==> src/rtl/hazard_ctrl.sv <==
// Pipeline hazard controller: load-use stalls, taken-branch flushes and
// memory-busy freeze with save/restore of the in-progress stall.
module hazard_ctrl #(
  parameter int unsigned LU_STALL_CYCLES = 1
) (
  input  logic        clk,
  input  logic        reset,
  input  logic [4:0]  id_rs,
  input  logic [4:0]  id_rt,
  input  logic        id_uses_rt,
  input  logic        ex_MemRead,
  input  logic [4:0]  ex_rt,
  input  logic        ex_branch_taken,
  input  logic        mem_busy,
  output logic        pc_write,
  output logic        if_id_write,
  output logic        if_id_flush,
  output logic        id_ex_bubble,
  output logic        ex_mem_hold,
  output logic [1:0]  state,
  output logic [15:0] stall_cycles,
  output logic [7:0]  flush_count
);

  localparam int unsigned REM_W   = 2;
  localparam int unsigned STALL_W = 16;
  localparam int unsigned FLUSH_W = 8;

  generate
    if (LU_STALL_CYCLES < 1 || LU_STALL_CYCLES > 3) begin : g_bad_stall_len
      $error("hazard_ctrl: LU_STALL_CYCLES must be in 1..3");
    end
  endgenerate

  typedef enum logic [1:0] {
    RUN      = 2'b00,
    LU_STALL = 2'b01,
    FREEZE   = 2'b10
  } state_t;

  state_t             state_q, state_d, saved_q, saved_d, eff_state;
  logic [REM_W-1:0]   rem_q, rem_d, saved_rem_q, saved_rem_d, eff_rem;
  logic               lu;
  logic               flush_inc;

  assign state = state_q;

  assign lu = ex_MemRead && (ex_rt != 5'd0) &&
              ((ex_rt == id_rs) || (id_uses_rt && (ex_rt == id_rt)));

  // On FREEZE exit the cycle behaves as the state that was frozen.
  always_comb begin
    eff_state = state_q;
    eff_rem   = rem_q;
    if (state_q == FREEZE) begin
      eff_state = saved_q;
      eff_rem   = saved_rem_q;
    end
  end

  // Next-state and pipeline control outputs, in priority order.
  always_comb begin
    pc_write     = 1'b1;
    if_id_write  = 1'b1;
    if_id_flush  = 1'b0;
    id_ex_bubble = 1'b0;
    ex_mem_hold  = 1'b0;
    state_d      = state_q;
    rem_d        = rem_q;
    saved_d      = saved_q;
    saved_rem_d  = saved_rem_q;
    flush_inc    = 1'b0;

    if (!reset) begin
      pc_write     = 1'b0;
      if_id_write  = 1'b0;
      if_id_flush  = 1'b1;
      id_ex_bubble = 1'b1;
    end else if (mem_busy) begin
      pc_write    = 1'b0;
      if_id_write = 1'b0;
      ex_mem_hold = 1'b1;
      state_d     = FREEZE;
      if (state_q != FREEZE) begin
        saved_d     = state_q;
        saved_rem_d = rem_q;
      end
    end else if (ex_branch_taken) begin
      if_id_flush  = 1'b1;
      id_ex_bubble = 1'b1;
      state_d      = RUN;
      rem_d        = '0;
      flush_inc    = 1'b1;
    end else if (eff_state == LU_STALL) begin
      pc_write     = 1'b0;
      if_id_write  = 1'b0;
      id_ex_bubble = 1'b1;
      if (eff_rem <= REM_W'(1)) begin
        state_d = RUN;
        rem_d   = '0;
      end else begin
        state_d = LU_STALL;
        rem_d   = eff_rem - REM_W'(1);
      end
    end else if (lu) begin
      pc_write     = 1'b0;
      if_id_write  = 1'b0;
      id_ex_bubble = 1'b1;
      rem_d        = REM_W'(LU_STALL_CYCLES - 1);
      state_d      = (LU_STALL_CYCLES > 1) ? LU_STALL : RUN;
    end else begin
      state_d = RUN;
      rem_d   = '0;
    end
  end

  always_ff @(posedge clk) begin
    if (!reset) begin
      state_q      <= RUN;
      rem_q        <= '0;
      saved_q      <= RUN;
      saved_rem_q  <= '0;
      stall_cycles <= '0;
      flush_count  <= '0;
    end else begin
      state_q     <= state_d;
      rem_q       <= rem_d;
      saved_q     <= saved_d;
      saved_rem_q <= saved_rem_d;
      if (!pc_write && (stall_cycles != {STALL_W{1'b1}}))
        stall_cycles <= stall_cycles + STALL_W'(1);
      if (flush_inc && (flush_count != {FLUSH_W{1'b1}}))
        flush_count <= flush_count + FLUSH_W'(1);
    end
  end

endmodule

==> config.mk <==
export PLATFORM = sky130hd
export DESIGN_NAME = hazard_ctrl
export DESIGN_NICKNAME = d
export VERILOG_FILES = /design/src/rtl/hazard_ctrl.sv
export SDC_FILE = /design/constraint.sdc
export NUM_CORES = 1
export LEC_CHECK = 0
export CORE_MARGIN = 3
export CORE_UTILIZATION = 40
export DETAILED_ROUTE_END_ITERATION = 8
export GPL_TIMING_DRIVEN = 1
export PLACE_DENSITY = 0.7
export SYNTH_ARGS = -nofsm -noshare
export SYNTH_HDL_FRONTEND = slang
export SYNTH_SLANG_ARGS = --single-unit
export TNS_END_PERCENT = 10
==> constraint.sdc <==
create_clock -name clk -period 5.26 [get_ports clk]
set_input_delay 0.526 -clock clk [delete_from_list [all_inputs] [get_ports clk]]
set_output_delay 0.526 -clock clk [all_outputs]
set_load 0.05 [all_outputs]
==> run metrics, run 1 <==
status finished, final reports clean; TritonCTS clock tree built; Post-synth EDFFs 0; Syn Area/Cell 8.514 sq um; Die Width a little over 70 microns; Final Non-Filler Cells 300; WHS Endpoint saved_rem_q[1]; syn nets roughly 220; r2r endpoint flush_count[5]; post-route setup slack 1.624 ns; mapped cell area 1703 sq um; worst vdd ir between 0.0001 and 0.00015 V; H-tree depth 2; largest net degree at the start of global routing 28; share of cells above drive strength 1 5.600%; first-pass iteration count of the detailed router 4; CORE AREA 4058 sq um; Startpoint Class input pin; routed len/inst ~13 microns; synthesized instance count 200; WHS Path Cells 2; maxcap violations 0; Inserted Clock Buffers 5; r2r startpoint flush_count[0]; WP data arrival 3.11 ns; FILL cells between 300 and 400; R2R Setup Slk around 3.2 ns; clock root cell clkbuf_8; CP max FO 27; commonest non-fill, non-tap cell in the layout clkdlybuf4s50_1; Hold-fix buffers, CTS 0; Starting Density between 40% and 50%; WP data required 4.73 ns; LEAKAGE 0.8033 nW; Worst R2R Path Depth 7; CP Capture Type output port; gr ovfl total 0; pre-CTS WS 1.606 ns; total wire length 3927 microns; Final TNS setup 0 ns; Hold/Removal Path Class flip-flop to flip-flop; post-route ant nets 0; Max clock buf depth 2; std cell rows 23; Post-synth top flop dfxtp_1; Worst-Skew Late Latency 0.28 ns; I/O pins 52; drt drc 0; die height 71.25 microns; post-CTS sizing 0; Syn. warnings 0; RD Place Congestion 0.7821; unrepaired setup endpoints after global routing no; initial antenna violation count 0; diode count 0; P per Cell Area 217.5 nW/um^2; clk sinks 32; register area share after synthesis a little under two fifths; skew final 0.005532 ns; Yosys cell types 44; Tot GR Track Use around 17%; Vias 1602; Least-Margin Pin Slew 0.7446 ns; Via density about 5.3; dpl hpwl 2910 microns; Seq cells post-synth 32; initial DRC count 109; Crit Path Class input pin to output port; Slew Limit Fails 0; relative slew slack 50.31%; most frequent cells in the layout clkdlybuf4s50_1, dfxtp_1, nor2_1; Final Setup Violations 0; setup bufs post-CTS 0; total die area 5076 sq um; final worst-path cycle share around 69%; Worst-path clk slew 0.07 ns; Port Buffers between 50 and 60; worst min-delay path startpoint saved_rem_q[1]; multi-input logic area just under 1000 sq um; endpoints failing hold 0; vias in the first global route 1466; post-route minimum period 3.636 ns; ys async rst share 0%; synthesis-to-finish area growth 35.56%; maximum clock frequency 0.2750 GHz; dpl cells 293; first-pass GRT wire length ~6700 microns; Layout Nets 273; FF/Latch Area about 640 sq um
[critical path, cell delays in order]
cell and delay [ns]:
clkdlybuf4s50_1 0.46, or4_1 0.57, o211ai_1 0.24, o21ai_2 0.11
inv_2 0.32, clkdlybuf4s50_1 0.88
[flip-flops by register name, summed over array words and instances, names as in the netlist]
register,cells
stall_cycles,16
saved_rem_q,2
state,2
saved_q,2
flush_count,8
rem_q,2
[how the worst max path moves through the flow]
| stage | from | to | slack [ns] | cells after the start |
|---|---|---|---|---|
| 2_1_floorplan | mem_busy | id_ex_bubble | 2.44 | 3 |
| 3_3_place_gp | ex_rt[1] | pc_write | 1.64 | 6 |
| 3_5_place_dp | ex_rt[1] | if_id_write | 1.61 | 6 |
| 4_1_cts | ex_rt[1] | if_id_write | 1.60 | 6 |
| 5_1_grt | ex_rt[1] | pc_write | 1.52 | 6 |
| 6_report | ex_rt[1] | if_id_write | 1.62 | 6 |
[Yosys cell counts, types with 2 or more instances]
| cell | number | area share [%] |
|---|---|---|
| inv_1 | 6 | 1.3 |
| nand3_1 | 13 | 3.8 |
| or3_1 | 5 | 1.8 |
| o21ai_0 | 6 | 1.8 |
| o31ai_1 | 7 | 3.1 |
| or4_1 | 7 | 3.1 |
| buf_4 | 2 | 0.88 |
| xnor2_1 | 4 | 2.1 |
| nor4_1 | 2 | 0.73 |
| clkbuf_1 | 5 | 1.1 |
| mux2i_1 | 5 | 2.9 |
| xor2_1 | 14 | 7.2 |
| nand4_1 | 4 | 1.5 |
| nand2b_1 | 6 | 2.2 |
| nand2_1 | 14 | 3.1 |
| nor2_1 | 19 | 4.2 |
| nor4_2 | 2 | 1.5 |
| ha_1 | 2 | 1.5 |
| o211ai_1 | 2 | 0.88 |
| and2_1 | 2 | 0.73 |
| or2_2 | 2 | 0.73 |
| dfxtp_1 | 32 | 38 |
| a21o_1 | 2 | 0.88 |
| and3_1 | 3 | 1.1 |
| a21oi_1 | 15 | 4.4 |
[routing by layer]
metal	vias to the layer above	routed length (microns)	global-route usage, %
li1	830	-	-
met4	0	70	6.263
met3	7	133	4.067
met5	-	0	0
met2	33	1886	26.43
met1	732	1837	21.69
[layout make-up]
type | instances | share of cell area, %
Multi-Input combinational cell | 153 | 42.93
Sequential cell | 32 | 27.75
Timing Repair Buffer | 51 | 22.11
Clock buffer | 6 | 3.144
Tap cell | 50 | 2.710
Inverter | 7 | 1.138
Clock inverter | 1 | 0.2168
[power breakdown]
group | switching, mW | internal, mW | total (mW)
clock | 0.0880 | 0.0898 | 0.178
combinational | 0.0437 | 0.0320 | 0.0757
sequential | 0.00341 | 0.245 | 0.249
[kinds of logic after synthesis]
logic type                 after synthesis  synth area share [%]
and+or+nand+nor                         85                 27.85
AOI/OAI and AO/OA                       43                 16.68
DFF                                     32                 37.62
xor gates and xnor gates                18                 9.258
buffers and inverters                   15                 4.188
muxes                                    5                 2.939
adders and majority gates                2                 1.469
[metrics by stage]
step / instance area [sq um] / hold slack, ns / power, mW / util (%)
floorplan: 1703 / 0.4357 / 0.2996 / -
global placement: 2231 / 0.4471 / 0.3297 / 54.98
detailed placement: 2231 / 0.4545 / 0.3303 / 54.98
CTS: 2308 / 0.4645 / 0.5064 / 56.89
global route: 2308 / 0.4945 / 0.5236 / 56.89
finish: 2308 / 0.4594 / 0.5022 / 56.89
Power figures use the tool's default switching activity.
==> inputs of run 2 (changes only) <==
- clock period: 5.26 -> 3.5 ns (I/O delays scaled with it)
==> run metrics, run 2 (same netlist as run 1, synthesis figures left out) <==
WP data required 3.15 ns (was 4.73 ns); Die Width 71.25 microns (unchanged); largest net degree at the start of global routing 28 (unchanged); LEAKAGE 0.8155 nW (was 0.8033 nW); skew final 0.007855 ns (was 0.005532 ns); CP Capture Type output port (unchanged); Worst path max stage delay 0.80 ns (was 0.88 ns); post-route ant nets 0 (unchanged); first-pass iteration count of the detailed router 4 (unchanged); worst vdd ir 0.0002241 V (was 0.0001295 V); vias in the first global route 1493 (was 1466); Comb pwr share 14.4% (was 15.1%); Final TNS setup 0 ns (unchanged); P per Cell Area 340.9 nW/um^2 (was 217.5 nW/um^2); drt drc 0 (unchanged); Pint 590.9 uW (was 367.0 uW); std cell rows 23 (unchanged); initial antenna violation count 0 (unchanged); synthesis-to-finish area growth 36.37% (was 35.56%); first-pass GRT wire length 6713 microns (was 6748 microns); gr ovfl total 0 (unchanged); relative slew slack 49.62% (was 50.31%); clock root cell clkbuf_8 (unchanged); Tot GR Track Use 16.54% (was 16.58%); worst-path cell chain clkdlybuf4s50_1 > xor2_1 > nor4_2 > a32oi_1 > o211ai_1 > a21o_1 > clkdlybuf4s50_1 (was clkdlybuf4s50_1 > or4_1 > o211ai_1 > o21ai_2 > inv_2 > clkdlybuf4s50_1); die height 71.25 microns (unchanged); H-tree depth 2 (unchanged); share of cells above drive strength 1 6.800% (was 5.600%); Slew Limit Fails 0 (unchanged); Via density 5.330 (was 5.340); post-route setup slack 0.5465 ns (was 1.624 ns); Clk pwr share 38.5% (was 35.4%); RD Place Congestion 0.7783 (was 0.7821); WP data arrival 2.60 ns (was 3.11 ns); Inserted Clock Buffers 5 (unchanged); FILL cells 384 (was 389); Net Sw Frac 25.36% (was 26.91%); dpl hpwl 2941 microns (was 2910 microns); setup bufs post-CTS 0 (unchanged); Final Non-Filler Cells 300 (unchanged); total wire length 3961 microns (was 3927 microns); I/O pins 52 (unchanged); biggest regs stall_cycles x16, flush_count x8 (unchanged); endpoints failing hold 0 (unchanged); Slowest-stage cell, CP clkdlybuf4s50_1 (unchanged); cell family with most CP delay buffers and inverters (unchanged); Starting Density 41.97% (unchanged); Crit Path Class input pin to output port (unchanged); Flop pwr share 47.2% (was 49.5%); Hold/Removal Path Class flip-flop to flip-flop (unchanged); pre-CTS WS 0.5306 ns (was 1.606 ns); max FFs per register 16 (unchanged); Layout Nets 273 (unchanged); Final Setup Violations 0 (unchanged); Hold-fix buffers, CTS 0 (unchanged); unrepaired setup endpoints after global routing no (unchanged); Crit path top cell by count clkdlybuf4s50_1 (unchanged); Vias 1599 (was 1602); commonest non-fill, non-tap cell in the layout clkdlybuf4s50_1 (unchanged); Port Buffers 51 (unchanged); post-route minimum period between 2 and 3 ns; Max clock buf depth 2 (unchanged); total power 791.7 uW (was 502.2 uW); NetSw 200.8 uW (was 135.2 uW); initial DRC count 80 (was 109); Worst-path clk slew 0.06 ns (was 0.07 ns); Top reg by flops stall_cycles (unchanged); diode count 0 (unchanged); CP max FO 3 (was 27); Least-Margin Pin Slew 0.7549 ns (was 0.7446 ns); most frequent cells in the layout clkdlybuf4s50_1, dfxtp_1, nor2_1 (unchanged); Worst Path Buf+Inv 2 (was 3); dpl cells 293 (unchanged); Worst-Skew Late Latency 0.29 ns (was 0.28 ns); Startpoint Class input pin (unchanged); TritonCTS clock tree built (unchanged); clk sinks 32 (unchanged); post-CTS sizing 0 (unchanged); final worst-path cycle share a little over four fifths; total die area 5076 sq um (unchanged); maxcap violations 0 (unchanged); CORE AREA 4058 sq um (unchanged); routed len/inst 13.20 microns (was 13.09 microns); maximum clock frequency 0.3386 GHz; status finished, final reports clean (unchanged)
run 2: changes by cell type in the layout (fill, tap and decap cells not counted):
cell             delta
clkinv_2            -1
clkdlybuf4s50_1     -2
clkbuf_1            -1
buf_4               +2
clkbuf_8            +2
run 2: area by class of cell:
cell class | instances | area, sq um | share of cell area [%]
multi-input combinational | 153 | 991.0 | 42.67
sequential | 32 | 640.6 | 27.59
timing repair buffer | 51 | 505.5 | 21.77
clock buffer | 7 | 96.34 | 4.149
tap | 50 | 62.56 | 2.694
inverter | 7 | 26.28 | 1.131
run 2: per-layer routing:
metal | global-route usage, % | share of wire, %
met2 | 26.73 | 49
met3 | 5.049 | 3.5
met4 | 5.637 | 1.5
met5 | 0 | 0
met1 | 20.98 | 46
run 2: metrics by stage:
step	hold slack [ns]	area [sq um]	util, %
5_1_grt	0.4929	2322	57.23
3_5_place_dp	0.4498	2226	54.86
2_1_floorplan	0.4357	1703	-
6_report	0.4547	2322	57.23
4_1_cts	0.4591	2322	57.23
3_3_place_gp	0.4473	2226	54.86
run 2: worst reg2reg max path, delay by kind of cell, from the launching register on:
family,cells,cell delay [ns]
compound gates,1,0.06
fa+ha+maj,1,0.20
simple gates,4,1.17
flops,1,0.40
buf+inv,1,0.08
run 2: final timing paths:
path | to | start | slack [ns] | depth (start not counted)
worst max-delay path | id_ex_bubble | ex_rt[3] | 0.55 | 7
worst min-delay path | saved_rem_q[0] | saved_rem_q[0] | 0.45 | 2
worst max register to register | stall_cycles[7] | stall_cycles[0] | 1.45 | 7
worst min register to register | saved_rem_q[0] | saved_rem_q[0] | 0.45 | 2
run 2: power by group through the flow:
| stage | sequential [mW] | combinational [mW] | clock (mW) |
|---|---|---|---|
| 3_3_place_gp | 0.382 | 0.114 | 0 |
| 3_5_place_dp | 0.382 | 0.114 | 0 |
| 2_1_floorplan | 0.396 | 0.0545 | 0 |
| 4_1_cts | 0.374 | 0.114 | 0.313 |
| 6_report | 0.373 | 0.114 | 0.305 |
| 5_1_grt | 0.375 | 0.122 | 0.329 |
==> inputs of run 3 (changes only) <==
- PLACE_DENSITY: 0.7 -> 0.73
- clock period: 3.5 -> 2.43 ns (I/O delays scaled with it)
==> run metrics, run 3 (same netlist as run 1, synthesis figures left out) <==
Worst-path clk slew 0.07 ns (was 0.06 ns); NetSw 305.8 uW (was 200.8 uW); total die area 5076 sq um (unchanged); Hold/Removal Path Class flip-flop to flip-flop (unchanged); commonest non-fill, non-tap cell in the layout clkdlybuf4s50_1 (unchanged); Clk pwr share 36.7% (was 38.5%); placed cell area 2361 sq um (was 2226 sq um); fin util 60.78% (was 57.23%); vias in the first global route 1602 (was 1493); dpl hpwl 3184 microns (was 2941 microns); Final Setup Violations 0 (unchanged); relative slew slack 66.34% (was 49.62%); Top reg by flops stall_cycles (unchanged); Comb pwr share 16.6% (was 14.4%); Die Width 71.25 microns (unchanged); share of cells above drive strength 1 13.53% (was 6.800%); drt drc 0 (unchanged); first-pass GRT wire length 7320 microns (was 6713 microns); CP max FO 18 (was 3); unrepaired setup endpoints after global routing no (unchanged); die height 71.25 microns (unchanged); Layout Nets 288 (was 273); clk sinks 32 (unchanged); post-route minimum period 2.330 ns; Final Non-Filler Cells 316 (was 300); max FFs per register 16 (unchanged); Tot GR Track Use 17.94% (was 16.54%); total power 1.152 mW (was 791.7 uW); worst vdd ir 0.0003385 V (was 0.0002241 V); Startpoint Class input pin (unchanged); Worst-Skew Late Latency 0.29 ns (about the same); synthesis-to-finish area growth 44.82% (was 36.37%); Final TNS setup 0 ns (unchanged); WP data required 2.19 ns (was 3.15 ns); LEAKAGE 0.9043 nW (was 0.8155 nW); std cell rows 23 (unchanged); clock root cell clkbuf_8 (unchanged); FILL cells 372 (was 384); TritonCTS clock tree built (unchanged); Least-Margin Pin Slew 0.5033 ns (was 0.7549 ns); CORE AREA 4058 sq um (unchanged); final worst-path cycle share between 90% and 100%; post-route ant nets 0 (unchanged); Pint 846.0 uW (was 590.9 uW); Vias 1702 (was 1599); endpoints failing hold 0 (unchanged); Inserted Clock Buffers 5 (unchanged); worst-path cell chain clkdlybuf4s50_1 > or4_1 > o211ai_1 > o21ai_2 > clkinv_4 > buf_4 > buf_12 (was clkdlybuf4s50_1 > xor2_1 > nor4_2 > a32oi_1 > o211ai_1 > a21o_1 > clkdlybuf4s50_1); Net Sw Frac 26.55% (was 25.36%); diode count 0 (unchanged); biggest regs stall_cycles x16, flush_count x8 (unchanged); WP data arrival 2.09 ns (was 2.60 ns); largest net degree at the start of global routing 19 (was 28); first-pass iteration count of the detailed router 4 (unchanged); Starting Density 41.97% (unchanged); Flop pwr share 46.8% (was 47.2%); Worst path max stage delay 0.57 ns (was 0.80 ns); Hold-fix buffers, CTS 0 (unchanged); Crit Path Class input pin to output port (unchanged); maxcap violations 0 (unchanged); P per Cell Area 467.0 nW/um^2 (was 340.9 nW/um^2); RD Place Congestion 0.7890 (was 0.7783); initial antenna violation count 0 (unchanged); I/O pins 52 (unchanged); H-tree depth 2 (unchanged); initial DRC count 92 (was 80); cell family with most CP delay buffers and inverters (unchanged); Via density 5.386 (was 5.330); Slew Limit Fails 0 (unchanged); finished layout cell area 2466 sq um (was 2322 sq um); most frequent cells in the layout clkdlybuf4s50_1, dfxtp_1, nor2_1 (unchanged); Max clock buf depth 2 (unchanged); total wire length 4259 microns (was 3961 microns); CP Capture Type output port (unchanged); skew final 0.004722 ns (was 0.007855 ns); Slowest-stage cell, CP or4_1 (was clkdlybuf4s50_1); Worst Path Buf+Inv 4 (was 2); status finished, final reports clean (unchanged); dpl cells 307 (was 293); maximum clock frequency 0.4292 GHz; gr ovfl total 0 (unchanged); routed len/inst 13.48 microns (was 13.20 microns); Port Buffers 51 (unchanged)
-- run 3: metal layers --
| metal | up-vias | part of all wire (%) | GRT usage, % | routed length, microns |
|---|---|---|---|---|
| met3 | 7 | 3.4 | 3.506 | 144 |
| li1 | 857 | - | - | - |
| met4 | 0 | 1.9 | 8.142 | 80 |
| met5 | - | 0 | 0 | 0 |
| met2 | 32 | 49 | 29.18 | 2079 |
| met1 | 806 | 46 | 22.95 | 1954 |
-- run 3: power groups by stage --
stage | clock [mW] | combinational [mW] | sequential [mW]
floorplan | 0 | 0.0785 | 0.570
global route | 0.457 | 0.206 | 0.539
detailed placement | 0 | 0.189 | 0.550
finish | 0.423 | 0.191 | 0.538
CTS | 0.436 | 0.190 | 0.538
global placement | 0 | 0.188 | 0.550
-- run 3: path summary, 6_finish.rpt --
path	from	slack [ns]	depth (start not counted)	end
min reg2reg	saved_rem_q[0]	0.46	2	saved_rem_q[0]
min	saved_rem_q[0]	0.46	2	saved_rem_q[0]
max reg2reg	stall_cycles[2]	0.43	5	stall_cycles[11]
max	ex_rt[1]	0.10	7	if_id_write
-- run 3: per-stage QoR --
step	hold slack, ns	worst slack [ns]
after floorplan	0.4357	0.1787
after global placement	0.4472	0.009780
after detailed placement	0.4490	-0.02880
after CTS	0.4588	0.005044
after global routing	0.4905	0.01595
final	0.4568	0.1001
-- run 3: layout make-up --
| type | count | area [sq um] | share of cell area, % |
|---|---|---|---|
| well taps | 50 | 62.56 | 2.537 |
| clock inverters | 2 | 10.01 | 0.4059 |
| repair buffers | 66 | 648.1 | 26.28 |
| multi-input cells | 153 | 991.0 | 40.18 |
| inverters | 7 | 31.28 | 1.268 |
| clock buffers | 6 | 82.58 | 3.349 |
| flip-flops and latches | 32 | 640.6 | 25.98 |
-- run 3: timing repair --
| action | CTS | global route |
|---|---|---|
| endpoints found under the setup margin | 0 | 2 |
| resized for setup | 0 | 2 |
| setup buffers | 0 | 1 |
-- run 3: worst reg2reg max path, stage by stage, from the launching register on --
cell     delay (ns)
dfxtp_1        0.43
nand4_1        0.19
or3_1          0.41
or2_2          0.35
or4_1          0.42
a21oi_1        0.14
